<file path="src/rtl/ieee754_pkg.sv">
// Shared IEEE-754 single-precision constants and enums for the float front/back ends.
package ieee754_pkg;

  localparam int unsigned EXP_BIAS = 127;
  localparam int unsigned EXP_W    = 8;
  localparam int unsigned MAN_W    = 23;
  localparam logic [EXP_W-1:0] EXP_SPECIAL = 8'hFF;
  // Width of signed exponent/shift arithmetic; roomy enough for any sane FRAC_LEN.
  localparam int unsigned SH_W = 16;

  typedef enum logic [2:0] {
    StIdle,
    StUnpack,
    StShift,
    StRound,
    StDone
  } state_e;

  typedef enum logic [1:0] {
    ClsZero,
    ClsNorm,
    ClsInf,
    ClsNan
  } float_cls_e;

endpackage

</file>
<file path="src/rtl/ieee754_unpack.sv">
// Combinational IEEE-754 single field split, classification and fixed-point shift amount.
module ieee754_unpack
  import ieee754_pkg::*;
#(
  parameter int unsigned FRAC_LEN = 8
) (
  input  logic [31:0]            ieee_in,
  output logic                   sign,
  output float_cls_e             cls,
  output logic                   man_nz,
  output logic [MAN_W:0]         mag,
  output logic signed [SH_W-1:0] e,
  output logic signed [SH_W-1:0] sh
);

  logic [EXP_W-1:0] exp_f;
  logic [MAN_W-1:0] man_f;

  assign {sign, exp_f, man_f} = ieee_in;
  assign man_nz = |man_f;
  assign mag    = {1'b1, man_f};
  assign e      = $signed(SH_W'(exp_f)) - $signed(SH_W'(EXP_BIAS));
  // Positive sh means the hidden-one mantissa must move left to land on the binary point.
  assign sh     = e + $signed(SH_W'(FRAC_LEN)) - $signed(SH_W'(MAN_W));

  always_comb begin
    if (exp_f == EXP_SPECIAL) begin
      cls = man_nz ? ClsNan : ClsInf;
    end else if (exp_f == '0) begin
      cls = ClsZero;
    end else begin
      cls = ClsNorm;
    end
  end

endmodule

</file>
<file path="src/rtl/ieee754_to_fixed_seq.sv">
// Iterative IEEE-754 single -> signed Q(INT_LEN).(FRAC_LEN) converter, one bit shifted per cycle.
module ieee754_to_fixed_seq
  import ieee754_pkg::*;
#(
  parameter int unsigned INT_LEN  = 16,
  parameter int unsigned FRAC_LEN = 8,
  parameter bit          ROUND_EN = 1'b1,
  localparam int unsigned W = INT_LEN + FRAC_LEN
) (
  input  logic         clk_100k,
  input  logic         reset_n,
  input  logic         in_valid,
  output logic         in_ready,
  input  logic [31:0]  ieee_in,
  output logic         out_valid,
  input  logic         out_ready,
  output logic [W-1:0] fixed_out,
  output logic         ovf,
  output logic         unf,
  output logic         nan
);

  localparam int unsigned AW = ((W > MAN_W + 1) ? W : MAN_W + 1) + 1;
  localparam logic [W-1:0] SAT_POS = {1'b0, {(W-1){1'b1}}};
  localparam logic [W-1:0] SAT_NEG = {1'b1, {(W-1){1'b0}}};
  localparam logic [AW-1:0] MAG_MAX = AW'(SAT_POS);
  localparam logic signed [SH_W-1:0] E_SAT  = SH_W'(INT_LEN - 1);
  localparam logic signed [SH_W-1:0] SH_MIN = SH_W'(-25);

  state_e state_q, state_d;
  logic [31:0]     word_q, word_d;
  logic [AW-1:0]   acc_q, acc_d;
  logic            g_q, g_d, s_q, s_d;
  logic [SH_W-1:0] cnt_q, cnt_d;
  logic            left_q, left_d, sign_q, sign_d, bypass_q, bypass_d;
  logic [W-1:0]    fixed_q, fixed_d;
  logic            ovf_q, ovf_d, unf_q, unf_d, nan_q, nan_d;

  logic                   u_sign, u_man_nz;
  float_cls_e             u_cls;
  logic [MAN_W:0]         u_mag;
  logic signed [SH_W-1:0] u_e, u_sh;

  ieee754_unpack #(
    .FRAC_LEN(FRAC_LEN)
  ) u_unpack (
    .ieee_in(word_q),
    .sign   (u_sign),
    .cls    (u_cls),
    .man_nz (u_man_nz),
    .mag    (u_mag),
    .e      (u_e),
    .sh     (u_sh)
  );

  logic            is_special, is_big, is_tiny, need_shift;
  logic [SH_W-1:0] sh_abs;

  assign is_special = (u_cls != ClsNorm);
  assign is_big     = (u_e >= E_SAT);
  assign is_tiny    = (u_sh < SH_MIN);
  assign need_shift = !is_special && !is_big && !is_tiny && (u_sh != '0);
  assign sh_abs     = u_sh[SH_W-1] ? SH_W'(-u_sh) : u_sh;

  // Round-half-even on magnitude, or floor of the signed value when rounding is disabled.
  logic          inc;
  logic [AW-1:0] mag_r, mag_lim;

  assign inc     = ROUND_EN ? (g_q & (s_q | acc_q[0])) : (sign_q & (g_q | s_q));
  assign mag_r   = acc_q + AW'(inc);
  assign mag_lim = MAG_MAX + AW'(sign_q);

  always_ff @(posedge clk_100k or negedge reset_n) begin
    if (!reset_n) begin
      state_q <= StIdle;
    end else begin
      state_q <= state_d;
    end
  end

  always_comb begin
    state_d = state_q;
    unique case (state_q)
      StIdle:   if (in_valid) state_d = StUnpack;
      StUnpack: state_d = need_shift ? StShift : StRound;
      StShift:  if (cnt_q == SH_W'(1)) state_d = StRound;
      StRound:  state_d = StDone;
      StDone:   if (out_ready) state_d = StIdle;
      default:  state_d = StIdle;
    endcase
  end

  always_comb begin
    in_ready  = (state_q == StIdle);
    out_valid = (state_q == StDone);
  end

  always_comb begin
    word_d   = word_q;
    acc_d    = acc_q;
    g_d      = g_q;
    s_d      = s_q;
    cnt_d    = cnt_q;
    left_d   = left_q;
    sign_d   = sign_q;
    bypass_d = bypass_q;
    fixed_d  = fixed_q;
    ovf_d    = ovf_q;
    unf_d    = unf_q;
    nan_d    = nan_q;
    unique case (state_q)
      StIdle: begin
        if (in_valid) begin
          word_d = ieee_in;
          ovf_d  = 1'b0;
          unf_d  = 1'b0;
          nan_d  = 1'b0;
        end
      end
      StUnpack: begin
        sign_d   = u_sign;
        acc_d    = AW'(u_mag);
        g_d      = 1'b0;
        s_d      = 1'b0;
        cnt_d    = sh_abs;
        left_d   = !u_sh[SH_W-1];
        bypass_d = 1'b1;
        if (u_cls == ClsNan) begin
          fixed_d = '0;
          nan_d   = 1'b1;
        end else if (u_cls == ClsInf || (u_cls == ClsNorm && is_big)) begin
          fixed_d = u_sign ? SAT_NEG : SAT_POS;
          ovf_d   = 1'b1;
        end else if (u_cls == ClsZero) begin
          fixed_d = '0;
          unf_d   = u_man_nz;
        end else begin
          bypass_d = 1'b0;
          // Everything lands below the sticky bit: pure sticky, rounds to zero.
          if (is_tiny) begin
            acc_d = '0;
            s_d   = 1'b1;
          end
        end
      end
      StShift: begin
        cnt_d = cnt_q - SH_W'(1);
        if (left_q) begin
          acc_d = acc_q << 1;
        end else begin
          acc_d = acc_q >> 1;
          g_d   = acc_q[0];
          s_d   = s_q | g_q;
        end
      end
      StRound: begin
        if (!bypass_q) begin
          if (mag_r > mag_lim) begin
            fixed_d = sign_q ? SAT_NEG : SAT_POS;
            ovf_d   = 1'b1;
          end else begin
            fixed_d = sign_q ? (W'(0) - mag_r[W-1:0]) : mag_r[W-1:0];
            unf_d   = (mag_r == '0);
          end
        end
      end
      default: ;
    endcase
  end

  always_ff @(posedge clk_100k or negedge reset_n) begin
    if (!reset_n) begin
      word_q   <= '0;
      acc_q    <= '0;
      g_q      <= 1'b0;
      s_q      <= 1'b0;
      cnt_q    <= '0;
      left_q   <= 1'b0;
      sign_q   <= 1'b0;
      bypass_q <= 1'b0;
      fixed_q  <= '0;
      ovf_q    <= 1'b0;
      unf_q    <= 1'b0;
      nan_q    <= 1'b0;
    end else begin
      word_q   <= word_d;
      acc_q    <= acc_d;
      g_q      <= g_d;
      s_q      <= s_d;
      cnt_q    <= cnt_d;
      left_q   <= left_d;
      sign_q   <= sign_d;
      bypass_q <= bypass_d;
      fixed_q  <= fixed_d;
      ovf_q    <= ovf_d;
      unf_q    <= unf_d;
      nan_q    <= nan_d;
    end
  end

  assign fixed_out = fixed_q;
  assign ovf       = ovf_q;
  assign unf       = unf_q;
  assign nan       = nan_q;

endmodule

</file>
<file path="config.mk">
export PLATFORM = sky130hd
export DESIGN_NAME = ieee754_to_fixed_seq
export DESIGN_NICKNAME = d
export VERILOG_FILES = /design/src/rtl/ieee754_pkg.sv /design/src/rtl/ieee754_unpack.sv /design/src/rtl/ieee754_to_fixed_seq.sv
export SDC_FILE = /design/constraint.sdc
export NUM_CORES = 1
export LEC_CHECK = 0
export BUFFER_PORTS_ARGS = -buffer_cell sky130_fd_sc_hd__buf_4
export CORE_AREA = 2 2 164 166
export DETAILED_ROUTE_END_ITERATION = 12
export DIE_AREA = 0 0 166 168
export GPL_TIMING_DRIVEN = 1
export PLACE_DENSITY = 0.51
export SETUP_SLACK_MARGIN = 0.2
export SYNTH_ARGS = -nofsm -noshare
export SYNTH_HDL_FRONTEND = slang
export SYNTH_SLANG_ARGS = --single-unit
</file>
<file path="constraint.sdc">
create_clock -name clk_100k -period 11.65 [get_ports clk_100k]
set_input_delay 2.33 -clock clk_100k [delete_from_list [all_inputs] [get_ports clk_100k]]
set_output_delay 2.33 -clock clk_100k [all_outputs]
set_load 0.005 [all_outputs]
</file>
==> results of run 1 <==
-- final timing paths --
check                           startpoint            end  slack, ns
worst min-delay path             cnt_q[13]      cnt_q[13]       0.48
worst max-delay path              acc_q[0]  fixed_out[22]       6.76
worst max register to register    acc_q[0]  fixed_out[22]       6.76
min in group asynchronous          reset_n  fixed_out[17]       1.98
worst min register to register   cnt_q[13]      cnt_q[13]       0.48
max in group asynchronous          reset_n       acc_q[8]       8.40
-- worst reg2reg max path: stages (launching register included) --
cell	delay (ns)
dfrtp_1	0.42
nor2_1	0.07
nor2_1	0.09
ha_1	0.21
ha_1	0.42
nand4_4	0.19
nor4_4	0.50
and2_1	0.27
xor2_1	0.35
ha_1	0.32
nand4_1	0.17
nor2_1	0.07
a2111oi_0	0.37
o221a_2	0.28
a21oi_1	0.12
or2_2	0.36
or4_1	0.51
o211ai_1	0.09
-- Yosys cell counts (all sizes together) (5+ instances only) --
cell	number	share of area, %
o31ai	13	1.3
nand2b	6	0.48
dfrtp	108	35
buf	24	1.9
xor2	21	2.4
a211oi	31	3.1
a21oi	74	4.8
or3	14	1.1
or4	7	0.68
and2	10	0.84
nand2	63	3.1
ha	34	5.5
a21o	9	0.87
xnor2	38	4.3
nor3	24	1.6
or2	8	0.65
and3	5	0.40
nor4	10	1.0
mux2i	27	3.5
nand3	15	0.97
and4	6	0.68
nand4	21	2.4
clkbuf	38	1.8
nor2	110	5.3
inv	27	1.3
o21ai	37	2.4
mux2	28	4.1
-- state kept, by name, summed over array words and instances, names as in the netlist, 3 cells and up --
register	cells
fixed_out	24
cnt_q	16
state_q	3
acc_q	25
word_q	32
-- area by class of cell --
type | instances | area [sq um] | share of cell area, %
Clock inverter | 7 | 86.3 | 0.984
Clock buffer | 9 | 225 | 2.57
Sequential cell | 108 | 2700 | 30.8
Timing Repair Buffer | 76 | 571 | 6.50
Inverter | 27 | 101 | 1.15
Multi-Input combinational cell | 688 | 4660 | 53.1
Tap cell | 341 | 427 | 4.86
-- layer usage --
metal / up-vias / global-route usage, % / routed length (microns)
li1: 3273 / - / -
met1: 3065 / 23.0 / 11100
met2: 102 / 20.8 / 8270
met3: 11 / 2.19 / 570
met4: 0 / 2.95 / 169
met5: - / 0 / 0
-- per-stage QoR --
step | instances | worst slack (ns) | power (uW) | util, % | area, sq um
floorplan | 885 | 7.36 | 1910 | - | 7740
global placement | 1240 | 6.88 | 2330 | 32.1 | 8460
detailed placement | 1240 | 6.75 | 2340 | 32.1 | 8460
CTS | 1256 | 6.76 | 2680 | 33.3 | 8770
global route | 1256 | 6.32 | 2920 | 33.3 | 8770
finish | 1256 | 6.76 | 2660 | 33.3 | 8770
-- cells by family after synthesis --
kind of cell	after synthesis	share of synthesized area [%]
flip-flops	108	34.9
AO/OA/AOI/OAI	220	18.9
buffers and inverters	89	5.06
adder cells (fa/ha/maj)	35	5.62
AND/OR/NAND/NOR	319	21.2
XOR/XNOR	59	6.68
multiplexers	55	7.56
-- power by group --
| group | leakage (uW) | internal [uW] | switching [uW] |
|---|---|---|---|
| clock network | 0.000151 | 156 | 171 |
| logic | 0.00214 | 659 | 844 |
| registers | 0.00130 | 562 | 266 |
==> metrics.txt, run 1 <==
# DRC=0; # Max-Cap Violations=0; die width=166 microns; critical path, cell by cell=nor2_1 > nor2_1 > ha_1 > ha_1 > nand4_4 > nor4_4 > and2_1 > xor2_1 > ha_1 > nand4_1 > nor2_1 > a2111oi_0 > o221a_2 > a21oi_1 > or2_2 > or4_1 > o211ai_1; yosys warns=0; DPL Wire Length=14.7 mm; CTS tree=done; PwrDens=303 nW/um^2; data required time of the worst path=11.93 ns; CP Depth=17; Worst Hold Path Cells=1; RePlAce Congestion=0.821; final-report hold violation count=0; syn nets=955; Mean Syn Cell Area=8.75 sq um; filler cell count=2,735; layout cells sized above 1=15.8%; Setup violations, final=0; Setup TNS=0 ns; Slew HR=30.3%; unrepaired setup endpoints after global routing=false; CP max-delay cell=or4_1; Vias/cell=5.14; global route overflow=0; clock skew=0.0167 ns; leading cell types in the layout, fill and taps excluded=109 x nor2_1, 108 x dfrtp_1, 76 x buf_4, 73 x a21oi_1, 63 x nand2_1; CP Capture Type=flip-flop; initial antenna violation count=0; f_max=0.205 GHz; hold_buf cts=0; Synth Cell Area=7740 sq um; routed wire length=20.1 mm; Synth-to-Final Area Change=13.4%; crit path max fanout=10; H-tree levels=3; clock root cell=clkbuf_16; die height=168 microns; number of DRC markers in iteration 0=467; Arrival @ worst endpoint=5.17 ns; CTS Buf Count=9; GRT Total Usage=14.6%; vias in the first global route=6,040; Post-synth EDFFs=0; I/O pins=65; hold slack=0.478 ns; row cnt=60; post-synthesis sequential area ratio=34.9%; worst vdd ir=0.000109 V; period utilization=42.0%; cell family with most CP delay=simple AND/OR/NAND/NOR gates; WP buf/inv=0; Synth cell types=79; Final Critical Period=4.89 ns; Main synth FF type=dfrtp_1; vias post-DR=6,451; Post-synth ARST share=100%; Worst path max stage delay=0.51 ns; crit path kind=flip-flop to flip-flop; crit path launch type=flip-flop; Setup Fix Bufs, Post-CTS=0; global-route wire length before repair=33.3 mm; wire per inst=16.0 microns; clock sinks=108; Starting Density=29.4%; Worst Hold Class=flip-flop to flip-flop; commonest non-fill, non-tap cell in the layout=nor2_1; r2r worst-path depth=17; ANT nets after route=0; Core Area=26,400 sq um; Die ar.=27,900 sq um; status=completed; Nets=980; clk buf depth=2; largest net degree at the start of global routing=64; Port Buffers=64; Slew Viols, Final=0; Yosys reg bits=108; leak pwr=0.00359 uW; Worst Tran Pin Value=1.04 ns; n_diodes=0; clk_lat worst skew=0.37 ns; drt first pass iters=5; Post-CTS Resized=0; clock transition at the registers of the reported paths=0.09 ns; cells after synthesis=885
No activity file was read; power rests on OpenSTA's default activity.
==> run 2: changes to the inputs <==
--- a/config.mk
+++ b/config.mk
@@ -10,7 +10,7 @@
 export DETAILED_ROUTE_END_ITERATION = 12
 export DIE_AREA = 0 0 166 168
 export GPL_TIMING_DRIVEN = 1
-export PLACE_DENSITY = 0.51
+export PLACE_DENSITY = 0.53
 export SETUP_SLACK_MARGIN = 0.2
 export SYNTH_ARGS = -nofsm -noshare
 export SYNTH_HDL_FRONTEND = slang
==> constraint.sdc (replaced) <==
create_clock -name clk_100k -period 4.1 [get_ports clk_100k]
set_input_delay 0.82 -clock clk_100k [delete_from_list [all_inputs] [get_ports clk_100k]]
set_output_delay 0.82 -clock clk_100k [all_outputs]
set_load 0.005 [all_outputs]
==> run 2 against run 1 <==
Worst hold slack worse by 0.0060 ns; non-clock buffer count up 39; fmax up 24%; die area unchanged; register-to-register slack worse by 6.6 ns; critical endpoint unchanged.
==> metrics.txt, run 2 (same netlist as run 1, synthesis figures left out) <==
leak pwr=0.00384 uW (+7.1%); total area of sequential cells=2700 sq um (unchanged); clock sinks=108 (unchanged); row cnt=60 (unchanged); data required time of the worst path=4.38 ns (-7.55 ns); wire per inst=16.2 microns (+1.3%); unrepaired setup endpoints after global routing=true; Core Area=26,400 sq um (unchanged); die height=168 microns (unchanged); clock transition at the registers of the reported paths=0.09 ns (about the same); CP Capture Type=flip-flop; Worst Tran Pin Value=0.930 ns (-0.114 ns); hold endpoint=cnt_q[13]; crit path kind=flip-flop to flip-flop; Worst Hold Path Cells=1 (unchanged); Biggest register=word_q; hold_buf cts=0 (unchanged); crit path max fanout=5 (-5); n_diodes=0 (unchanged); Int Pwr=4210 uW (+210%); max FFs per register=32 (unchanged); Slew Viols, Final=0 (unchanged); clk buf depth=2 (unchanged); leading cell types in the layout, fill and taps excluded=112 x buf_4, 108 x dfrtp_1, 107 x nor2_1, 70 x a21oi_1, 62 x nand2_1; Gate power share=59.6% (+3.0 points); initial antenna violation count=0 (unchanged); I/O pins=65 (unchanged); GR Util met1=22.9% (-0.11 points); commonest non-fill, non-tap cell in the layout=buf_4; Critical R2R Launch=acc_q[0]; number of DRC markers in iteration 0=520 (+11%); busiest layer in global routing=met1; Worst Hold Class=flip-flop to flip-flop; crit path launch type=flip-flop; die width=166 microns (unchanged); Arrival @ worst endpoint=4.22 ns (-0.95 ns); final worst setup slack=0.164 ns (-6.60 ns); status=completed; Setup WS pre-CTS=0.166 ns (-6.59 ns); layout cells sized above 1=23.0% (+7.1 points); FF-to-FF setup slack=0.16 ns (-6.60 ns); switch share=47.6% (-0.56 points); # Max-Cap Violations=0 (unchanged); Port Buffers=64 (unchanged); CTS Buf Count=9 (unchanged); routed wire length=21.0 mm (+4.4%); f_max=0.254 GHz (+24%); Nets=1,019 (+4.0%); Vias/cell=5.13 (-0.11%); # DRC=0 (unchanged); Final Critical Period=3.94 ns (-0.952 ns); CTS tree=done; drt first pass iters=5 (unchanged); worst vdd ir=0.000324 V (+200%); period utilization=96.0% (+54 points); Starting Density=29.4% (unchanged); RePlAce Congestion=0.814 (-0.83%); area occupied by multi-input gates=4930 sq um (+5.8%); Die ar.=27,900 sq um (unchanged); Slew HR=37.8% (+7.5 points); DPL Wire Length=15.1 mm (+2.6%); filler cell count=2,701 (-1.2%); Seq pwr share=28.6% (-2.6 points); vias in the first global route=6,223 (+3.0%); Setup violations, final=0 (unchanged); Worst R2R End=fixed_out[22]; clock root cell=clkbuf_16; worst hold start=cnt_q[13]; H-tree levels=3 (unchanged); GRT Total Usage=14.9% (+0.31 points); routing usage on met3=2.63% (+0.45 points); Setup TNS=0 ns (unchanged); Clock Power Share=11.8% (-0.5 points); ANT nets after route=0 (unchanged); clk_lat worst skew=0.38 ns (about the same); Synth-to-Final Area Change=20.9%; largest net degree at the start of global routing=62 (-3.1%); met2 GRT Util=21.6% (+0.78 points); clock skew=0.0139 ns (-0.00283 ns); r2r worst-path depth=17 (unchanged); vias post-DR=6,644 (+3.0%); Tot Pwr=8040 uW (+200%); final-report hold violation count=0 (unchanged); global-route wire length before repair=34.1 mm (+2.3%); PwrDens=859 nW/um^2 (+180%); global route overflow=0 (unchanged); switching power=3830 uW (+200%)
run 2: cell types whose count changed in the layout (fill, tap and decap cells not counted), moves of 3 or more:
cell,before,now
a21oi_1,73,70
buf_4,76,112
ha_1,34,28
ha_4,0,5
nor3_1,24,21
nor3_2,0,3
xnor2_1,38,35
run 2: worst max-delay path by stage:
stage          startpoint            end  slack, ns  depth (start not counted)
6_report         acc_q[0]  fixed_out[22]       0.16                         17
5_1_grt          acc_q[0]  fixed_out[22]      -0.04                         17
4_1_cts               g_q  fixed_out[22]       0.19                         17
3_5_place_dp          g_q  fixed_out[22]       0.17                         17
3_3_place_gp          g_q  fixed_out[22]       0.20                         18
2_1_floorplan    acc_q[0]  fixed_out[20]       0.21                         17
run 2: cell type report:
type | instances | share of cell area, %
Sequential cell | 108 | 28.9
Timing Repair Buffer | 115 | 9.37
Inverter | 27 | 1.08
Clock inverter | 7 | 1.03
Tap cell | 341 | 4.56
Multi-Input combinational cell | 688 | 52.7
Clock buffer | 9 | 2.41
run 2: critical path: stages, from the launching register on:
cell	delay (ns)
dfrtp_1	0.35
nor2_1	0.05
nor2_1	0.11
ha_2	0.23
ha_4	0.16
nand4_4	0.12
buf_4	0.19
nor4_4	0.14
xor2_1	0.26
ha_1	0.29
a21o_1	0.16
a21o_1	0.20
a2111oi_4	0.39
o221a_4	0.28
a21oi_4	0.06
or2_4	0.25
or4_4	0.51
o211ai_1	0.09
run 2: repair_timing:
action                     4_1_cts  5_1_grt
buffers inserted                 6       12
hold endpoints to repair         0        0
gates resized for setup          8       31
cloned                           0        2
setup endpoints to repair        3       26
pin swaps                        5       22
run 2: power by group through the flow:
stage / logic [uW] / clock network [uW] / registers [uW]
finish: 4790 / 946 / 2300
CTS: 4550 / 977 / 2290
global route: 5360 / 1020 / 2410
floorplan: 3530 / 0 / 1950
global placement: 4450 / 0 / 2290
detailed placement: 4490 / 0 / 2310
run 2: metrics by stage:
step / util [%] / std cells / instance area [sq um] / hold WS (ns)
global placement: 32.9 / 1259 / 8660 / 0.457
floorplan: - / 885 / 7790 / 0.440
detailed placement: 32.9 / 1259 / 8660 / 0.462
global route: 35.5 / 1295 / 9360 / 0.499
finish: 35.5 / 1295 / 9360 / 0.472
CTS: 34.4 / 1281 / 9080 / 0.474
run 2: routing by layer:
layer / up-vias / share of wire [%]
met4: 0 / 1.1
met1: 3171 / 53
li1: 3335 / -
met5: - / 0
met2: 122 / 42
met3: 16 / 3.7
==> run 3: changes to the inputs <==
--- a/config.mk
+++ b/config.mk
@@ -10,7 +10,7 @@
 export DETAILED_ROUTE_END_ITERATION = 12
 export DIE_AREA = 0 0 166 168
 export GPL_TIMING_DRIVEN = 1
-export PLACE_DENSITY = 0.53
+export PLACE_DENSITY = 0.51
 export SETUP_SLACK_MARGIN = 0.2
 export SYNTH_ARGS = -nofsm -noshare
 export SYNTH_HDL_FRONTEND = slang
==> constraint.sdc (replaced) <==
create_clock -name clk_100k -period 4.95 [get_ports clk_100k]
set_input_delay 0.99 -clock clk_100k [delete_from_list [all_inputs] [get_ports clk_100k]]
set_output_delay 0.99 -clock clk_100k [all_outputs]
set_load 0.005 [all_outputs]
==> run 3 against run 2 <==
Largest power group unchanged; sequential share of layout area grew 1.8 points; worst hold slack gained 0.0055 ns; design area shrank 5.8%.
==> metrics.txt, run 3 (same netlist as run 1, synthesis figures left out) <==
status=completed; clock transition at the registers of the reported paths=0.09 ns (about the same); clk buf depth=2 (unchanged); Setup TNS=0 ns (unchanged); Slew HR=31.4% (-6.4 points); crit path kind=flip-flop to flip-flop; die width=166 microns (unchanged); max FFs per register=32 (unchanged); wire per inst=16.1 microns (-0.71%); # Max-Cap Violations=0 (unchanged); hold_buf cts=0 (unchanged); GRT Total Usage=14.7% (-0.18 points); CTS Buf Count=9 (unchanged); Nets=982 (-3.6%); unrepaired setup endpoints after global routing=false; Synth-to-Final Area Change=13.9%; layout cells sized above 1=16.4% (-6.6 points); I/O pins=65 (unchanged); ANT nets after route=0 (unchanged); Die ar.=27,900 sq um (unchanged); clock sinks=108 (unchanged); Worst Hold Class=flip-flop to flip-flop; f_max=0.227 GHz (-11%); clk_lat worst skew=0.37 ns (about the same); global route overflow=0 (unchanged); leak pwr=0.00360 uW (-6.2%); H-tree levels=3 (unchanged); clock skew=0.0159 ns (+0.00198 ns); initial antenna violation count=0 (unchanged); CP Capture Type=flip-flop; Port Buffers=64 (unchanged); final-report hold violation count=0 (unchanged); clock root cell=clkbuf_16; Setup violations, final=0 (unchanged); routed wire length=20.2 mm (-3.5%); Slew Viols, Final=0 (unchanged); Core Area=26,400 sq um (unchanged); DPL Wire Length=15.1 mm (-0.16%); crit path max fanout=10 (+5); final worst setup slack=0.547 ns (+0.383 ns); # DRC=0 (unchanged); Worst Tran Pin Value=1.03 ns (+0.0990 ns); number of DRC markers in iteration 0=432 (-17%); largest net degree at the start of global routing=63 (+1.6%); hold slack=0.478 ns (+0.00554 ns); RePlAce Congestion=0.820 (+0.66%); Starting Density=29.4% (unchanged); n_diodes=0 (unchanged); drt first pass iters=5 (unchanged); Biggest register=word_q; CTS tree=done; period utilization=89.0% (-7.0 points); PwrDens=709 nW/um^2 (-17%); Final Critical Period=4.40 ns (+0.467 ns); crit path launch type=flip-flop; Vias/cell=5.14 (+0.28%); global-route wire length before repair=33.5 mm (-1.8%); row cnt=60 (unchanged); leading cell types in the layout, fill and taps excluded=109 x nor2_1, 108 x dfrtp_1, 78 x buf_4, 73 x a21oi_1, 63 x nand2_1; worst vdd ir=0.000276 V (-15%); vias in the first global route=6,054 (-2.7%); Arrival @ worst endpoint=4.68 ns (+0.46 ns); vias post-DR=6,472 (-2.6%); Setup WS pre-CTS=0.291 ns (+0.125 ns); data required time of the worst path=5.22 ns (+0.84 ns); commonest non-fill, non-tap cell in the layout=nor2_1; die height=168 microns (unchanged)
-- run 3: changes by cell type in the layout (fill, tap and decap cells not counted), moves of 3 or more --
cell	delta
ha_4	-4
nor3_2	-3
nor3_1	+3
ha_1	+5
buf_4	-34
a21oi_1	+3
-- run 3: routing by layer --
layer | global-route usage (%) | routed length [microns] | share of wire, %
met4 | 3.10 | 153 | 0.76
met2 | 21.8 | 8610 | 43
met1 | 22.4 | 10800 | 54
met5 | 0 | 0 | 0
met3 | 2.23 | 622 | 3.1
-- run 3: where the power goes --
part	internal, uW	switching (uW)	total (uW)
sequential	1320	647	1970
clock	366	393	759
combinational	1560	1960	3520
total	3250	3000	6250
-- run 3: per-stage QoR --
| step | total power [uW] | utilization (%) | std cells | instance area (sq um) |
|---|---|---|---|---|
| floorplan | 4500 | - | 885 | 7740 |
| global placement | 5480 | 32.2 | 1242 | 8480 |
| CTS | 6290 | 33.4 | 1258 | 8790 |
| global route | 6870 | 33.5 | 1258 | 8820 |
| detailed placement | 5500 | 32.2 | 1242 | 8480 |
| finish | 6250 | 33.5 | 1258 | 8820 |
-- run 3: repair_timing --
action / CTS / global route
endpoints found under the hold margin: 0 / 0
buffers inserted: 0 / 0
setup endpoints to repair: 0 / 25
resized for setup: 0 / 4
-- run 3: cell type report --
class / instances / area, sq um
clock inverter: 7 / 86.3
fill: 2771 / 17500
timing repair buffer: 78 / 586
sequential: 108 / 2700
inverter: 27 / 101
clock buffer: 9 / 225
tap: 341 / 427
multi-input combinational: 688 / 4690
-- run 3: critical path, stage by stage (launching register included) --
cell and delay, ns:
dfrtp_1 0.42, nor2_1 0.07, nor2_1 0.09, ha_1 0.25
ha_4 0.23, nand4_4 0.16, nor4_1 0.33, xor2_1 0.37
ha_1 0.32, a21o_1 0.16, a21o_1 0.16, a2111oi_0 0.38
o221a_2 0.28, a21oi_1 0.12, or2_2 0.36, or4_1 0.51
o211ai_1 0.09
-- run 3: worst paths after layout --
check,start,endpoint,slack (ns),cells past startpoint
worst max-delay path,acc_q[0],fixed_out[20],0.55,16
worst min-delay path,cnt_q[13],cnt_q[13],0.48,1
worst max register to register,acc_q[0],fixed_out[20],0.55,16
worst min register to register,cnt_q[13],cnt_q[13],0.48,1
max in group asynchronous,reset_n,fixed_out[14],3.44,2
min in group asynchronous,reset_n,cnt_q[10],0.66,1
